==> src/rtl/rect_motion_fsm.sv <==
// rect_motion_fsm: follows the mouse, drops the rectangle on click and runs per-frame gravity/bounce until it rests on the floor.
module rect_motion_fsm #(
  parameter int VISIBLE_HEIGHT = 600,
  parameter int RECT_HEIGHT = 64,
  parameter int FRAC = 4,
  parameter int ACCEL = 16,
  parameter int STOP_VEL = 2,
  parameter int MAX_BOUNCES = 8
) (
  input  logic        clk,
  input  logic        rst,
  input  logic        vsync,
  input  logic        mouse_left,
  input  logic [11:0] mouse_x_position,
  input  logic [11:0] mouse_y_position,
  output logic [11:0] xpos,
  output logic [11:0] ypos,
  output logic [1:0]  state,
  output logic        busy
);
  localparam int FLOOR = VISIBLE_HEIGHT - RECT_HEIGHT;
  localparam logic [1:0] FOLLOW = 2'd0, FALL = 2'd1, REST = 2'd2;
  logic vsync_d, left_d, tick, click;
  logic [1:0] next_state;
  logic signed [15:0] vel, vel_nxt, v1, dv, half, vb, vb_abs;
  logic signed [16:0] vsum;
  logic signed [12:0] y1;
  logic [11:0] x_nxt, y_nxt;
  logic [3:0] bounce_cnt, cnt_nxt;
  logic hit, neg, stop;
  assign tick = vsync & ~vsync_d;
  assign click = mouse_left & ~left_d;
  // Physics candidate for the next frame; only committed on a tick in FALL.
  always_comb begin
    vsum = 17'(vel) + 17'(ACCEL);
    v1 = vsum > 17'sd32767 ? 16'sh7fff : vsum < -17'sd32768 ? 16'sh8000 : vsum[15:0];
    dv = v1 >>> FRAC;
    y1 = $signed({1'b0, ypos}) + $signed(dv[12:0]);
    neg = y1 < 13'sd0;
    hit = y1 >= $signed(13'(FLOOR));
    half = v1 >>> 1;
    vb = -half;
    vb_abs = vb < 16'sd0 ? -vb : vb;
    stop = (vb_abs < $signed(16'(STOP_VEL << FRAC))) || (bounce_cnt + 4'd1 == 4'(MAX_BOUNCES));
  end
  always_ff @(posedge clk) begin
    if (rst) begin
      state <= FOLLOW;
      busy <= 1'b0;
    end else begin
      state <= next_state;
      busy <= next_state == FALL;
    end
  end
  always_comb begin
    next_state = state == FOLLOW ? (click ? FALL : FOLLOW) :
                 state == FALL   ? ((tick && !neg && hit && stop) ? REST : FALL) :
                 state == REST   ? (click ? FOLLOW : REST) : FOLLOW;
  end
  always_comb begin
    x_nxt = xpos;
    y_nxt = ypos;
    vel_nxt = vel;
    cnt_nxt = bounce_cnt;
    if (state == FOLLOW) begin
      if (click) begin
        vel_nxt = 16'sd0;
        cnt_nxt = 4'd0;
      end else begin
        x_nxt = mouse_x_position;
        y_nxt = mouse_y_position > 12'(FLOOR) ? 12'(FLOOR) : mouse_y_position;
      end
    end else if (state == FALL && tick) begin
      if (neg) begin
        y_nxt = 12'd0;
        vel_nxt = 16'sd0;
      end else if (hit) begin
        y_nxt = 12'(FLOOR);
        cnt_nxt = bounce_cnt + 4'd1;
        vel_nxt = stop ? 16'sd0 : vb;
      end else begin
        y_nxt = y1[11:0];
        vel_nxt = v1;
      end
    end else if (state == REST) begin
      y_nxt = 12'(FLOOR);
      vel_nxt = 16'sd0;
    end
  end
  always_ff @(posedge clk) begin
    if (rst) begin
      vsync_d <= 1'b0;
      left_d <= 1'b0;
      xpos <= 12'd0;
      ypos <= 12'd0;
      vel <= 16'sd0;
      bounce_cnt <= 4'd0;
    end else begin
      vsync_d <= vsync;
      left_d <= mouse_left;
      xpos <= x_nxt;
      ypos <= y_nxt;
      vel <= vel_nxt;
      bounce_cnt <= cnt_nxt;
    end
  end
endmodule

==> config.mk <==
export PLATFORM = sky130hd
export DESIGN_NAME = rect_motion_fsm
export DESIGN_NICKNAME = d
export VERILOG_FILES = /design/src/rtl/rect_motion_fsm.sv
export SDC_FILE = /design/constraint.sdc
export NUM_CORES = 1
export LEC_CHECK = 0
export ABC_CLOCK_PERIOD_IN_PS = 13800
export CORE_ASPECT_RATIO = 0.8
export CORE_MARGIN = 8
export CORE_UTILIZATION = 35
export CTS_CLUSTER_DIAMETER = 150
export CTS_CLUSTER_SIZE = 8
export DETAILED_ROUTE_END_ITERATION = 10
export DONT_BUFFER_PORTS = 1
export SYNTH_ARGS = -nofsm -noshare
export SYNTH_HDL_FRONTEND = slang
export SYNTH_SLANG_ARGS = --single-unit
==> constraint.sdc <==
create_clock -name clk -period 13.8 [get_ports clk]
set_input_delay 2.07 -clock clk [delete_from_list [all_inputs] [get_ports clk]]
set_output_delay 2.07 -clock clk [all_outputs]
set_load 0.01 [all_outputs]
==> results.sh <==
export IMPL_status="completed"
export IMPL_row_count=36
export IMPL_slew_viol_final=0
export IMPL_slew_headroom_pct=42.1
export IMPL_syn_cell_area_um2=4410
export IMPL_critPathBufInv=1
export IMPL_drt_first_pass_iters=5
export IMPL_rsz0062_at_grt="no"
export IMPL_post_cts_buffers=0
export IMPL_clkSlewWorstSetupHoldPaths_ps=70
export IMPL_ctsResizeCount=0
export IMPL_nNetsFinal=593
export IMPL_clk_latency_ps=300
export IMPL_power_switching_w=0.000139
export IMPL_powerDensity_nw_per_um2=88.8
export IMPL_grt_start_max_net_pins=49
export IMPL_die_y_um=116
export IMPL_drtIter0Drc=448
export IMPL_required_ps=14010
export IMPL_yosysWarnings=0
export IMPL_clockRootBuffer="clkbuf_16"
export IMPL_worstHoldStart="xpos[6]"
export IMPL_max_stage_delay_ps=790
export IMPL_netlist_top_cell_by_area="dfxtp_1"
export IMPL_synth_fp_nets=622
export IMPL_total_leakage_power_nw=1.66
export IMPL_power_share_switching_pct=34.0
export IMPL_ir_drop_v=0.0000721
export IMPL_worst_hold_slack_ps=503
export IMPL_p_int_w=0.000270
export IMPL_start_util_pct=36.0
export IMPL_clkSinkCount=49
export IMPL_r2r_cells=18
export IMPL_grt_pass1_wl_um=22800
export IMPL_synthCells=578
export IMPL_io_buffers=0
export IMPL_dpl_hpwl_um=11100
export IMPL_r2r_start="vel[4]"
export IMPL_holdPathStages=2
export IMPL_crit_chain="ha_1, xor2_2, nand4_1, or4_4, o31ai_4, a21oi_1, ha_1, nand2_1, nor2_1, o311ai_0, buf_4, nand3_1, a2111oi_4, mux2i_1, a211oi_2, a31oi_2, nand3_1, o21ai_0"
export IMPL_numCtsBuffers=5
export IMPL_netlist_area_leader_share_pct=22.3
export IMPL_final_setup_tns_ps=0
export IMPL_synthArstFlopShare_pct=0
export IMPL_grt_usage_pct=17.4
export IMPL_seq_power_share_pct=39.7
export IMPL_grt_pass1_vias=3977
export IMPL_dieArea_um2=16500
export IMPL_hold_path_class="reg -> reg"
export IMPL_r2r_setup_slack_ps=7140
export IMPL_routed_wl_um=14500
export IMPL_final_layout_size_suffix_gt1_share_pct=7.64
export IMPL_area_delta_synth_final_pct=4.77
export IMPL_drc=0
export IMPL_critPathTopFamily="compound AO/OA/AOI/OAI gates"
export IMPL_h_tree_depth=2
export IMPL_timing_final_crit_share_pct=48.3
export IMPL_synthTopCellsByCount="nand2_1 (70), dfxtp_1 (49), a21oi_1 (46)"
export IMPL_hold_path_end="xpos[6]"
export IMPL_p_clk_share_pct=36.2
export IMPL_setup_violations_final=0
export IMPL_slowest_stage="dfxtp_1"
export IMPL_core_area_um2=12300
export IMPL_antenna_found_initial=0
export IMPL_cts_tree="done"
export IMPL_hold_viol=0
export IMPL_worst_pin_slew_ps=846
export IMPL_gp_congestion=0.894
export IMPL_timing_rr_end="vel[1]"
export IMPL_gr_total_overflow=0
export IMPL_max_clock_path_buffers=2
export IMPL_synthTopCellsByArea="dfxtp_1 (22%), nand2_1 (6.0%), a21oi_1 (5.2%)"
export IMPL_maxCapViolCount=0
export IMPL_worstSetupPathType="reg -> reg"
export IMPL_fmax_mhz=150
export IMPL_crit_path_end_kind="flip-flop"
export IMPL_ys_ff_latch=49
export IMPL_ys_seq_area_share_pct=22.3
export IMPL_min_period_ps=6660
export IMPL_die_x_um=141
export IMPL_skew_ps=6.59
export IMPL_power_share_combinational_pct=24.1
export IMPL_crit_fanout=19
export IMPL_synthDistinctLibCells=84
export IMPL_synth_edf_count=0
export IMPL_cp_arrival_ps=6870
export IMPL_routed_via_density=6.38
export IMPL_ant_nets=0
export IMPL_postCtsHoldBufs=0
export IMPL_post_drt_wl_per_cell_um=20.1
export IMPL_start_kind="flip-flop"
export IMPL_antennaDiodeCount=0
export IMPL_synthFlopType="dfxtp_1"
export IMPL_avgSynthCellArea_um2=7.62
export IMPL_synth_most_common_cell="nand2_1"
export IMPL_vias=4603
export IMPL_pin_count=55
power by group through the flow:
stage / clock network [W] / registers [W] / logic (W)
2_1_floorplan: 0 / 0.000160 / 0.0000828
3_3_place_gp: 0 / 0.000166 / 0.0000956
3_5_place_dp: 0 / 0.000166 / 0.0000957
4_1_cts: 0.000150 / 0.000163 / 0.0000963
5_1_grt: 0.000156 / 0.000164 / 0.000107
6_report: 0.000148 / 0.000163 / 0.0000988
metrics by stage:
step	setup slack [ps]	total power, W	instances	cell area, um2	utilization, %
after floorplan	8780	0.000242	578	4410	-
after global placement	7500	0.000261	713	4440	36.2
after detailed placement	7360	0.000262	713	4440	36.2
after CTS	7320	0.000409	721	4620	37.7
after global routing	6780	0.000427	721	4620	37.7
final	7140	0.000410	721	4620	37.7
tightest hold or removal path, delay by kind of cell (launching register included):
kind            cells  cell delay [ps]
flops               1              350
compound gates      1               50
simple gates        1               70
kinds of logic after synthesis:
kind of cell | count (synthesis) | synth area share (%)
compound gates | 189 | 31.2
xor+xnor | 31 | 6.33
fa+ha+maj | 17 | 4.94
buf+inv | 56 | 5.94
flops | 49 | 22.3
mux | 3 | 0.710
simple gates | 233 | 28.7
state kept, by name, indices dropped and copies added (netlist names):
| name | flops |
|---|---|
| left_d | 1 |
| vel | 16 |
| xpos | 12 |
| state | 2 |
| vsync_d | 1 |
| bounce_cnt | 4 |
| busy | 1 |
| ypos | 12 |
placed cells by master (no fill, tap or decap), types with 7 or more instances in the layout:
cell type	Yosys	layout
xor2_1	8	8
and2_1	9	9
nor4_1	9	9
nor2b_1	9	9
inv_1	16	16
dfxtp_1	49	49
a21o_1	7	7
xnor2_1	22	22
a21oi_1	46	46
a211oi_1	11	11
a31oi_1	13	13
ha_1	15	15
nor3_1	17	17
nor2_1	33	33
and3_1	9	9
nand2_1	70	70
nand3_1	30	30
o21ai_0	26	26
a221oi_1	7	7
layout make-up:
class / instances / area (um2)
flip-flops and latches: 49 / 981
clock buffers: 5 / 125
repair buffers: 2 / 15.0
inverters: 18 / 67.6
well taps: 171 / 214
fillers: 1292 / 7640
clock inverters: 3 / 50.0
multi-input cells: 473 / 3160
how the worst max path moves through the flow:
stage	from	endpoint	depth (start not counted)
2_1_floorplan	vel[4]	vel[7]	21
3_3_place_gp	vel[4]	vel[4]	18
3_5_place_dp	vel[4]	vel[1]	18
4_1_cts	vel[4]	vel[1]	18
5_1_grt	vel[4]	vel[1]	18
6_report	vel[4]	vel[1]	18
per-layer routing:
layer  track usage (%)  up-vias  part of all wire, %
met2              25.2      214                   42
met4              4.00        0                  1.1
li1                  -     2138                    -
met3              2.98       17                  8.9
met1              25.8     2234                   48
met5                 0        -                    0
Note: power is estimated with default switching activity, not from simulation.
==> variant 1 (config.mk and constraints unchanged) <==
Add an input register stage for `vsync`, `mouse_left`, `mouse_x_position` and `mouse_y_position`; this delays them by one clock.
--- a/src/rtl/rect_motion_fsm.sv
+++ b/src/rtl/rect_motion_fsm.sv
@@ -22,2 +22,15 @@
   localparam logic [1:0] FOLLOW = 2'd0, FALL = 2'd1, REST = 2'd2;
+
+  logic vsync_q;
+  logic mouse_left_q;
+  logic [11:0] mouse_x_position_q;
+  logic [11:0] mouse_y_position_q;
+
+  always_ff @(posedge clk) begin
+    vsync_q            <= vsync;
+    mouse_left_q       <= mouse_left;
+    mouse_x_position_q <= mouse_x_position;
+    mouse_y_position_q <= mouse_y_position;
+  end
+
   logic vsync_d, left_d, tick, click;
@@ -30,4 +43,4 @@
   logic hit, neg, stop;
-  assign tick = vsync & ~vsync_d;
-  assign click = mouse_left & ~left_d;
+  assign tick = vsync_q & ~vsync_d;
+  assign click = mouse_left_q & ~left_d;
   // Physics candidate for the next frame; only committed on a tick in FALL.
@@ -69,4 +82,4 @@
       end else begin
-        x_nxt = mouse_x_position;
-        y_nxt = mouse_y_position > 12'(FLOOR) ? 12'(FLOOR) : mouse_y_position;
+        x_nxt = mouse_x_position_q;
+        y_nxt = mouse_y_position_q > 12'(FLOOR) ? 12'(FLOOR) : mouse_y_position_q;
       end
@@ -98,4 +111,4 @@
     end else begin
-      vsync_d <= vsync;
-      left_d <= mouse_left;
+      vsync_d <= vsync_q;
+      left_d <= mouse_left_q;
       xpos <= x_nxt;
Function: changed (Yosys sat finds a counterexample within 4 cycles, from zero or initial values and one cycle with rst high).
==> variant 1 against the unedited design <==
  * Synthesized cell count is 6.1% higher
  * Highest routed layer unchanged
  * Routed wire length increased by 7.3%
  * Synthesized area is 12% higher
  * Sequential cell count rose by 26
  * Final area increased by 15%
  * Non-clock buffer count up 3
  * Critical path type unchanged
  * Critical endpoint is now vel[9]
  * Critical path depth rose by 1
  * Total power up 57%
  * Worst setup slack got worse by 0.051 ns
==> variant 1: results <==
{
  "hpwl_mm": 11.72,
  "antenna_found_initial": 0,
  "drv_slew": 0,
  "fillerInstances": 1386,
  "h-tree-depth": 3,
  "grt_pass1_wl_mm": 24.74,
  "irDropWorstVdd_mv": 0.06645,
  "clock_tree.buffer_depth": 2,
  "cts_setup_buffers": 0,
  "crit_fanout": 18,
  "hold_depth": 2,
  "synth_ff_type": "dfxtp_1",
  "portBuffers": 0,
  "grt.total_usage": 0.1717,
  "cp_top_family": "compound AO/OA/AOI/OAI gates",
  "async_flop_share": 0,
  "drt-initial-drc-count": 405,
  "grt_max_degree": 43,
  "seq_area_frac_synth": 0.3057,
  "grt_pass1_vias": 4509,
  "nets": 639,
  "worstSkewPairLatency_ns": 0.34,
  "path_clk_slew_ns": 0.06,
  "drive_gt1_frac": 0.08000,
  "netlist_top_cells_count": "dfxtp_1, nand2_1, nor2_1",
  "arrival_ns": 6.94,
  "cts.repair.resized": 0,
  "gp_congestion": 0.9773,
  "syn_nets": 657,
  "num_antenna_cells": 0,
  "critPathMaxStageDelay_ns": 0.87,
  "syn-mean-instance-area_sq_um": 8.013,
  "pre_cts_ws_ns": 7.170,
  "worstRegToRegCells": 19,
  "max_flop_register": "vel",
  "wl_per_cell_um": 19.92,
  "p_leak_nw": 2.019,
  "status": "finished, final reports clean",
  "yosysUniqueCellTypes": 85,
  "synth_area_leaders": "dfxtp_1, a21oi_1, nand2_1",
  "hold_path.class": "reg -> reg",
  "cts_made_buffers": 9,
  "slowest_stage": "a31oi_2",
  "yosys_warnings": 0,
  "slew_headroom": 0.2218,
  "largest_reg_flops": 16,
  "vias": 4832,
  "fin_skew_ns": 0.007260,
  "dp_cells": 764,
  "dr.pass1.iters": 6,
  "vias_per_cell": 6.195,
  "clockRootBuffer": "clkbuf_16"
}
==> variant 1: cell count changes in the layout (fill, tap and decap cells not counted), sizes merged, moves of 4 or more <==
cell / unedited run / this run
dfxtp: 49 / 75
nor2: 33 / 57
nand3: 30 / 18
a21oi: 46 / 55
a221o: 0 / 8
clkbuf: 5 / 10
nand4b: 6 / 1
or3: 4 / 9
a2bb2oi: 4 / 0
nor2b: 9 / 5
xnor2: 22 / 18
==> variant 1: stage by stage <==
| step | area (sq um) | utilization | total power (W) |
|---|---|---|---|
| global placement | 4992 | 0.3659 | 0.0004040 |
| global route | 5294 | 0.3880 | 0.0006721 |
| CTS | 5294 | 0.3880 | 0.0006422 |
| finish | 5294 | 0.3880 | 0.0006434 |
| detailed placement | 4992 | 0.3659 | 0.0004038 |
| floorplan | 4912 | - | 0.0003630 |
==> variant 1: worst paths after layout <==
check / startpoint / to / slack (ns)
worst max register to register: vel[4] / vel[9] / 7.09
worst min register to register: mouse_x_position_q[1] / xpos[1] / 0.43
worst max-delay path: vel[4] / vel[9] / 7.09
worst min-delay path: mouse_x_position_q[1] / xpos[1] / 0.43
==> variant 1: logic make-up after synthesis <==
kind of cell               Yosys count  share of synthesized area
DFF                                 75                     0.3057
and+or+nand+nor                    247                     0.2680
adders and majority gates           18                    0.04636
xor gates and xnor gates            25                    0.04738
AOI/OAI and AO/OA                  189                     0.2659
buffers and inverters               52                    0.05094
muxes                                7                    0.01579
==> variant 1: layout make-up <==
type	instances	area, sq um	share of cell area
clock buffers	10	229.0	0.04325
clock inverters	6	72.57	0.01371
multi-input cells	486	3161	0.5970
well taps	180	225.2	0.04254
flip-flops and latches	75	1501	0.2836
repair buffers	5	37.54	0.007091
inverters	18	67.56	0.01276
==> variant 1: worst min-delay path: stages (launching register included) <==
cell and delay (ns):
dfxtp_1 0.30, nand2_1 0.05, a21oi_1 0.05
==> variant 1: where the power goes <==
part           internal [W]  switching (W)  total [W]
clock network      0.000142      0.0000967   0.000239
logic             0.0000557       0.000101   0.000156
registers          0.000230      0.0000186   0.000248
total              0.000427       0.000216   0.000643
==> variant 1: routing by layer <==
layer  part of all wire  track usage
met1               0.45       0.2350
met5                  0            0
met3               0.11      0.04893
met4              0.030      0.07247
met2               0.41       0.2472
==> variant 2 (config.mk and constraints unchanged) <==
Without the edit above. Change the parameter `MAX_BOUNCES` from 8 to 6.
--- a/src/rtl/rect_motion_fsm.sv
+++ b/src/rtl/rect_motion_fsm.sv
@@ -7,3 +7,3 @@
   parameter int STOP_VEL = 2,
-  parameter int MAX_BOUNCES = 8
+  parameter int MAX_BOUNCES = 6
 ) (
Formal check against the unedited RTL: no difference found for any inputs over 10 cycles, from zero or initial values and one cycle with rst high; that may be too few to reach the edited logic, so the function may still have changed.
==> variant 2 against the unedited design <==
  * Final area is 1.8% higher
  * Synthesized area is 1.1% higher
  * Total power fell by 0.35%
  * Sequential cell count unchanged
  * Critical path depth is the same
  * Worst setup slack got worse by 0.41 ns
  * Routed wire length hardly changed
  * Critical endpoint unchanged
  * Core utilization shrank 0.48 points
  * Largest power group unchanged
  * Die area grew 0.92%
==> variant 2: results <==
{
  "status": "finished, final reports clean",
  "wl_per_cell_um": 19.13,
  "syn_nets": 651,
  "largestRegisters": "vel (16), xpos (12), ypos (12)",
  "fin_skew_ns": 0.005628,
  "grt_pass1_wl_mm": 22.79,
  "arrival_ns": 7.25,
  "synth_ff_type": "dfxtp_1",
  "cts_setup_buffers": 0,
  "pre_cts_ws_ns": 6.849,
  "nets": 626,
  "hpwl_mm": 11.16,
  "grt_pass1_vias": 4321,
  "cts.repair.resized": 0,
  "synth_cells": 606,
  "placedInstanceArea_sq_um": 4533,
  "p_leak_nw": 1.684,
  "irDropWorstVdd_mv": 0.05249,
  "tightest_slew_ns": 1.282,
  "async_flop_share": 0,
  "grt.total_usage": 0.1715,
  "slowest_stage": "o31ai_1",
  "vias_per_cell": 6.324,
  "netlist_top_cells_count": "nand2_1, nor2_1, dfxtp_1",
  "crit_fanout": 21,
  "fin_cells": 757,
  "seq_area_frac_synth": 0.2203,
  "drt-initial-drc-count": 401,
  "grt_max_degree": 44,
  "drive_gt1_frac": 0.05670,
  "gp_congestion": 0.9354,
  "yosysUniqueCellTypes": 79,
  "critPathMaxStageDelay_ns": 1.04,
  "synth_area_leaders": "dfxtp_1, nand2_1, a21oi_1",
  "dp_cells": 749
}
variant 2: area by class of cell:
| type | count | area [sq um] |
|---|---|---|
| inverters | 10 | 37.54 |
| repair buffers | 4 | 30.03 |
| well taps | 175 | 219.0 |
| fillers | 1317 | 7938 |
| multi-input cells | 511 | 3266 |
| flip-flops and latches | 49 | 980.9 |
| clock buffers | 6 | 128.9 |
| clock inverters | 2 | 38.79 |
variant 2: cells by family (layout without fill, tap and decap cells):
logic type               count (synthesis)  after routing  synth area share
AO/OA/AOI/OAI                          211            211            0.3291
XOR/XNOR                                21             21           0.04131
adder cells (fa/ha/maj)                 17             17           0.04947
buffers and inverters                   46             22           0.04609
flip-flops                              49             49            0.2203
multiplexers                             8              8           0.01827
AND/OR/NAND/NOR                        254            254            0.2954
variant 2: path summary, 6_finish.rpt:
check / startpoint / end / slack, ns / cells past startpoint
min: bounce_cnt[3] / bounce_cnt[3] / 0.50 / 2
max reg2reg: vel[4] / vel[1] / 6.73 / 18
max: vel[4] / vel[1] / 6.73 / 18
min reg2reg: bounce_cnt[3] / bounce_cnt[3] / 0.50 / 2
variant 2: routing by layer:
| layer | up-vias | wire, um | GRT usage |
|---|---|---|---|
| met5 | - | 0 | 0 |
| met4 | 0 | 284 | 0.05496 |
| met3 | 21 | 1325 | 0.03689 |
| met2 | 263 | 6081 | 0.2591 |
| met1 | 2253 | 6789 | 0.2378 |
| li1 | 2250 | - | - |
variant 2: worst reg2reg max path, stage by stage, from the launching register on:
cell and delay (ns):
dfxtp_1 0.71, ha_1 0.70, xnor2_1 0.26, nor3_1 0.11, o211ai_1 0.12, o31a_1 0.71, o21ai_0 0.39, ha_1 0.48
a211oi_1 0.11, o21bai_1 0.42, a32oi_1 0.15, o21ai_0 0.51, a31oi_1 0.15, o221a_2 0.30, o31ai_1 1.04, nor2b_1 0.15
o21ai_2 0.19, nor2_1 0.11, a221o_1 0.34
variant 2: power breakdown:
part	internal (W)	total (W)	leakage, nW	switching (W)
registers	0.000150	0.000165	0.400	0.0000146
clock network	0.0000859	0.000139	0.0810	0.0000531
logic	0.0000376	0.000105	1.20	0.0000673
variant 2: metrics by stage:
step,util,hold WS [ns]
6_report,0.3719,0.5001
5_1_grt,0.3719,0.5193
4_1_cts,0.3719,0.5048
3_5_place_dp,0.3587,0.4949
3_3_place_gp,0.3587,0.4841
2_1_floorplan,-,0.4470
